**src/rtl/axis_width_conv_wide_narrow.sv**
```systemverilog
// rtl/axis_width_conv_wide_narrow.sv - wide-to-narrow stream gearbox, MSB-first, tfirst-delimited frames
module axis_width_conv_wide_narrow #(
    parameter int M = 8,
    parameter int N = 4
) (
    input  logic         clk,
    input  logic         rst,
    input  logic [M-1:0] s_axis_tdata,
    input  logic         s_axis_tfirst,
    input  logic         s_axis_tvalid,
    output logic         s_axis_tnext,
    output logic [N-1:0] m_axis_tdata,
    output logic         m_axis_tfirst,
    output logic         m_axis_tvalid,
    input  logic         m_axis_tnext,
    output logic [15:0]  bit_count
);

    // Buffer must hold up to N-1 leftover bits plus one full input word.
    localparam int B = M + N - 1;
    localparam logic [15:0] N16 = 16'(N);
    localparam logic [15:0] M16 = 16'(M);

    logic [B-1:0] sreg;
    logic [15:0]  cnt;
    logic         pad;
    logic         first_pend;

    logic         pop;
    logic         accept;
    logic         flush;
    logic [15:0]  cnt_ap;
    logic [B-1:0] sreg_ap;
    logic [B-1:0] ext;

    // Output view, post-pop occupancy, and the accept / pad-flush decisions.
    always_comb begin
        m_axis_tvalid = (cnt >= N16) | pad;
        m_axis_tdata  = sreg[B-1 -: N];
        m_axis_tfirst = first_pend & m_axis_tvalid;
        bit_count     = cnt;

        pop     = m_axis_tvalid & m_axis_tnext;
        cnt_ap  = cnt;
        sreg_ap = sreg;
        if (pop) begin
            if (pad) begin
                // The padded word carries the whole residual; buffer empties.
                cnt_ap  = '0;
                sreg_ap = '0;
            end else begin
                cnt_ap  = cnt - N16;
                sreg_ap = sreg << N;
            end
        end

        // A frame start may only land in an empty buffer so it begins on a word boundary.
        accept = rst & s_axis_tvalid & ~pad & (cnt_ap < N16)
               & (~s_axis_tfirst | (cnt_ap == '0));

        // A pending frame start with a partial residual forces a zero-padded flush word.
        flush = s_axis_tvalid & s_axis_tfirst & ~pad
              & (cnt_ap != '0) & (cnt_ap < N16);

        s_axis_tnext = accept;

        // Left-align the incoming word, then slide it below the bits still held.
        ext           = '0;
        ext[B-1 -: M] = s_axis_tdata;
        ext           = ext >> cnt_ap;
    end

    // Buffer, occupancy, pad mode and frame-start tracking.
    always_ff @(posedge clk or negedge rst) begin
        if (!rst) begin
            sreg       <= '0;
            cnt        <= '0;
            pad        <= 1'b0;
            first_pend <= 1'b0;
        end else begin
            if (accept) begin
                sreg <= sreg_ap | ext;
                cnt  <= cnt_ap + M16;
            end else begin
                sreg <= sreg_ap;
                cnt  <= cnt_ap;
            end

            if (pop && pad) begin
                pad <= 1'b0;
            end else if (flush) begin
                pad <= 1'b1;
            end

            if (accept && s_axis_tfirst) begin
                first_pend <= 1'b1;
            end else if (pop) begin
                first_pend <= 1'b0;
            end
        end
    end

endmodule

```
**config.mk**
```make
export PLATFORM = sky130hd
export DESIGN_NAME = axis_width_conv_wide_narrow
export DESIGN_NICKNAME = d
export VERILOG_FILES = /design/src/rtl/axis_width_conv_wide_narrow.sv
export SDC_FILE = /design/constraint.sdc
export NUM_CORES = 1
export LEC_CHECK = 0
export CORE_MARGIN = 3
export CORE_UTILIZATION = 40
export CTS_CLUSTER_SIZE = 8
export DETAILED_ROUTE_END_ITERATION = 8
export MAX_ROUTING_LAYER = met4
export SLEW_MARGIN = 5
export SYNTH_ARGS = -nofsm -noshare
export SYNTH_HDL_FRONTEND = slang
export SYNTH_SLANG_ARGS = --single-unit
```
**constraint.sdc**
```tcl
create_clock -name clk -period 3.9 [get_ports clk]
set_input_delay 0.78 -clock clk [delete_from_list [all_inputs] [get_ports clk]]
set_output_delay 0.78 -clock clk [all_outputs]
set_load 0.1 [all_outputs]
```
==> metrics <==
required time of the critical path 3120 ps; global route overflow 0; Area Growth Syn to Fin 27.60%; Hold Path Class reg -> reg; Crit. Startpoint m_axis_tnext; Post-CTS Hold Buffers 0; first-pass GRT wire length a little over 9 mm; Total GRT Usage 20.45%; Synth Area in Compound Gates 19.95%; post-route minimum period 3770 ps; CTS buffer count 5; Post-Synthesis Cells 235; pre-CTS WS 151.0 ps; Synth Area in Adders 1.836%; share of layout cells above drive strength 1 22.68%; WHS 471.8 ps; Pre-antenna DRT Iters 4; die area 0.006005 mm^2; Routed Antenna Nets 0; reg-to-reg slack, setup just over 800 ps; #FFs+latches synth 29; main combinational cell family by area after synthesis simple AND/OR/NAND/NOR gates; Residual DRC 0; largest net degree at the start of global routing 30; Worst R2R Start bit_count[3]$_DFF_PN0_; Ports 36; final WL between 5 and 6 mm; number of global-route vias before repair around 1.8k; Inserted Diodes 0; Tot Pwr 1561 uW; multiplexer share of the synthesized area under 10%; slew at the pin with the worst max-slew slack 971.9 ps; antenna violations before repair 0; final setup margin about 130 ps; CTS tree built; clock-pin slew of the registers on the worst-case setup and hold paths 70 ps; maxcap violations 0; final hold vios 0; drt wl/cell between 15 and 20 um; FFs w/ async S/R, synth 100.0%; # setup viols final 0; Ys Warns 0; Cell Chain, Critical Path clkdlybuf4s50_1 -> buf_4 -> inv_1 -> o21ai_0 -> and4_1 -> nand4_1 -> nor4_4 -> buf_12; Clock Sinks 29; Main synth FF type dfrtp_1; CP arrival 2990 ps; Slew Viols, Final 0; effective utilization at floorplan a little over two fifths; PD cells about 600 mW/mm^2; Mapped Area 0.002044 mm^2; Post-Synth XOR/XNOR Area 2.999%; Horiz. Die Dim 77.49 um; Critical Path Fanout Max 9; sequential element share of the synthesized area 35.50%; syn avg cell area 8.700 um^2; Synth Area in Simple Gates 26.25%; EDFF count, synth 0; initial drt markers 119; Worst path max stage delay 600 ps; maximum vdd drop 0.0006204 V; status complete, no violations; CP Launch Type input port; # nets final 284; via-per-instance ratio 5.548; post-DP HPWL 4.164 mm; fmax 265.2 MHz; clk_skew 5.525 ps; core footprint 0.004817 mm^2; port bufs 35; Final Util 54.16%; Site Rows 25; Crit-path slowest cell clkdlybuf4s50_1; Setup crit end kind primary output; Worst-Skew Late Latency roughly 280 ps; Worst Hold Launch sreg[1]$_DFF_PN0_; final RePlAce weighted congestion 0.9294; WS Path Type in -> out; Rel. slew slack 35.00%; DR vias 1864; Post-Synthesis Net Count around 250; Netlist cell types 49; crit share post-route 96.67%; H-Tree Depth 2; Die Span Y approximately 77 um; clk buf depth 2; clock root cell clkbuf_8; cell leakage power 0.001101 uW
-- synth_stat cells, drive strengths merged, types with 4 or more instances --
master,count,area share (%)
a21oi,16,3.9
nand3,5,1.2
o31ai,4,1.5
or3,6,1.8
xnor2,4,1.7
nand4,6,2.1
o21ai,20,7.3
nor3,11,3.2
nor3b,9,3.3
clkbuf,6,1.1
buf,12,4.0
dfrtp,29,35
nor2,20,3.7
mux2i,10,4.9
nand2,25,4.6
inv,7,1.3
-- path summary, 6_finish.rpt --
kind / endpoint / cells past startpoint
max in group asynchronous: bit_count[2]$_DFF_PN0_ / 2
setup reg to reg: sreg[2]$_DFF_PN0_ / 9
hold / removal: sreg[1]$_DFF_PN0_ / 2
hold reg to reg: sreg[1]$_DFF_PN0_ / 2
setup / recovery: s_axis_tnext / 8
min in group asynchronous: bit_count[3]$_DFF_PN0_ / 2
-- critical path, delay by kind of cell --
family	cells	cell delay, ps
buf+inv	4	1150
simple gates	3	840
compound gates	1	230
-- layout make-up --
class	instances	area (um^2)
Clock buffer	7	96.34
Inverter	7	26.28
Fill cell	486	2208
Clock inverter	1	5.005
Multi-Input combinational cell	181	1225
Tap cell	67	83.83
Timing Repair Buffer	44	422.9
Sequential cell	29	749.5
-- cells by family (layout without fill, tap and decap cells) --
family,Yosys count,count (layout)
buffers and inverters,25,59
AND/OR/NAND/NOR,100,100
AO/OA/AOI/OAI,58,58
flip-flops,29,29
multiplexers,13,13
XOR/XNOR,7,7
adder cells (fa/ha/maj),3,3
-- state kept, by name, summed over array words and instances, names as in the netlist --
name        cells
pad             1
bit_count      16
sreg           11
first_pend      1
-- per-stage QoR --
stage	TNS, ps	cell area [um^2]	instances
final	0	2609	336
after global placement	0	2490	326
after global routing	-6.223	2609	336
after floorplan	0	2103	235
after detailed placement	0	2490	326
after CTS	0	2591	334
-- power breakdown --
group	switching [uW]	internal (uW)	total (uW)
registers	106	362	467
clock network	116	159	275
logic	593	225	818
total	815	746	1560
-- routing by layer --
| layer | vias to the layer above | GRT usage [%] | routed length [um] |
|---|---|---|---|
| met4 | 0 | 8.185 | 86 |
| met2 | 65 | 27.63 | 2351 |
| li1 | 923 | - | - |
| met5 | - | - | 0 |
| met1 | 867 | 30.11 | 2723 |
| met3 | 9 | 3.480 | 401 |
-- layout by cell type (no fill, tap or decap), types with 3 or more instances in the layout --
cell type | synthesis | layout
nand4_1 | 5 | 5
a21oi_1 | 16 | 16
xor2_1 | 3 | 3
clkdlybuf4s50_1 | 0 | 32
nand2_1 | 25 | 24
a22o_1 | 3 | 3
nor3_2 | 2 | 3
inv_1 | 7 | 6
nand3_1 | 5 | 5
nor2_1 | 20 | 20
o21ai_0 | 9 | 8
o211ai_1 | 3 | 3
or3_1 | 6 | 6
a211oi_1 | 3 | 3
nor3b_1 | 9 | 9
o21ai_2 | 10 | 11
mux2i_1 | 10 | 10
nor3_1 | 9 | 8
clkbuf_8 | 0 | 7
dfrtp_2 | 0 | 13
dfrtp_1 | 29 | 14
buf_4 | 4 | 11
o31ai_1 | 4 | 4
xnor2_1 | 4 | 4
-- timing repair --
item,4_1_cts,5_1_grt
endpoints found under the setup margin,0,1
buffers inserted,0,2
resized for setup,0,1
Note: power is estimated with default switching activity, not from simulation.
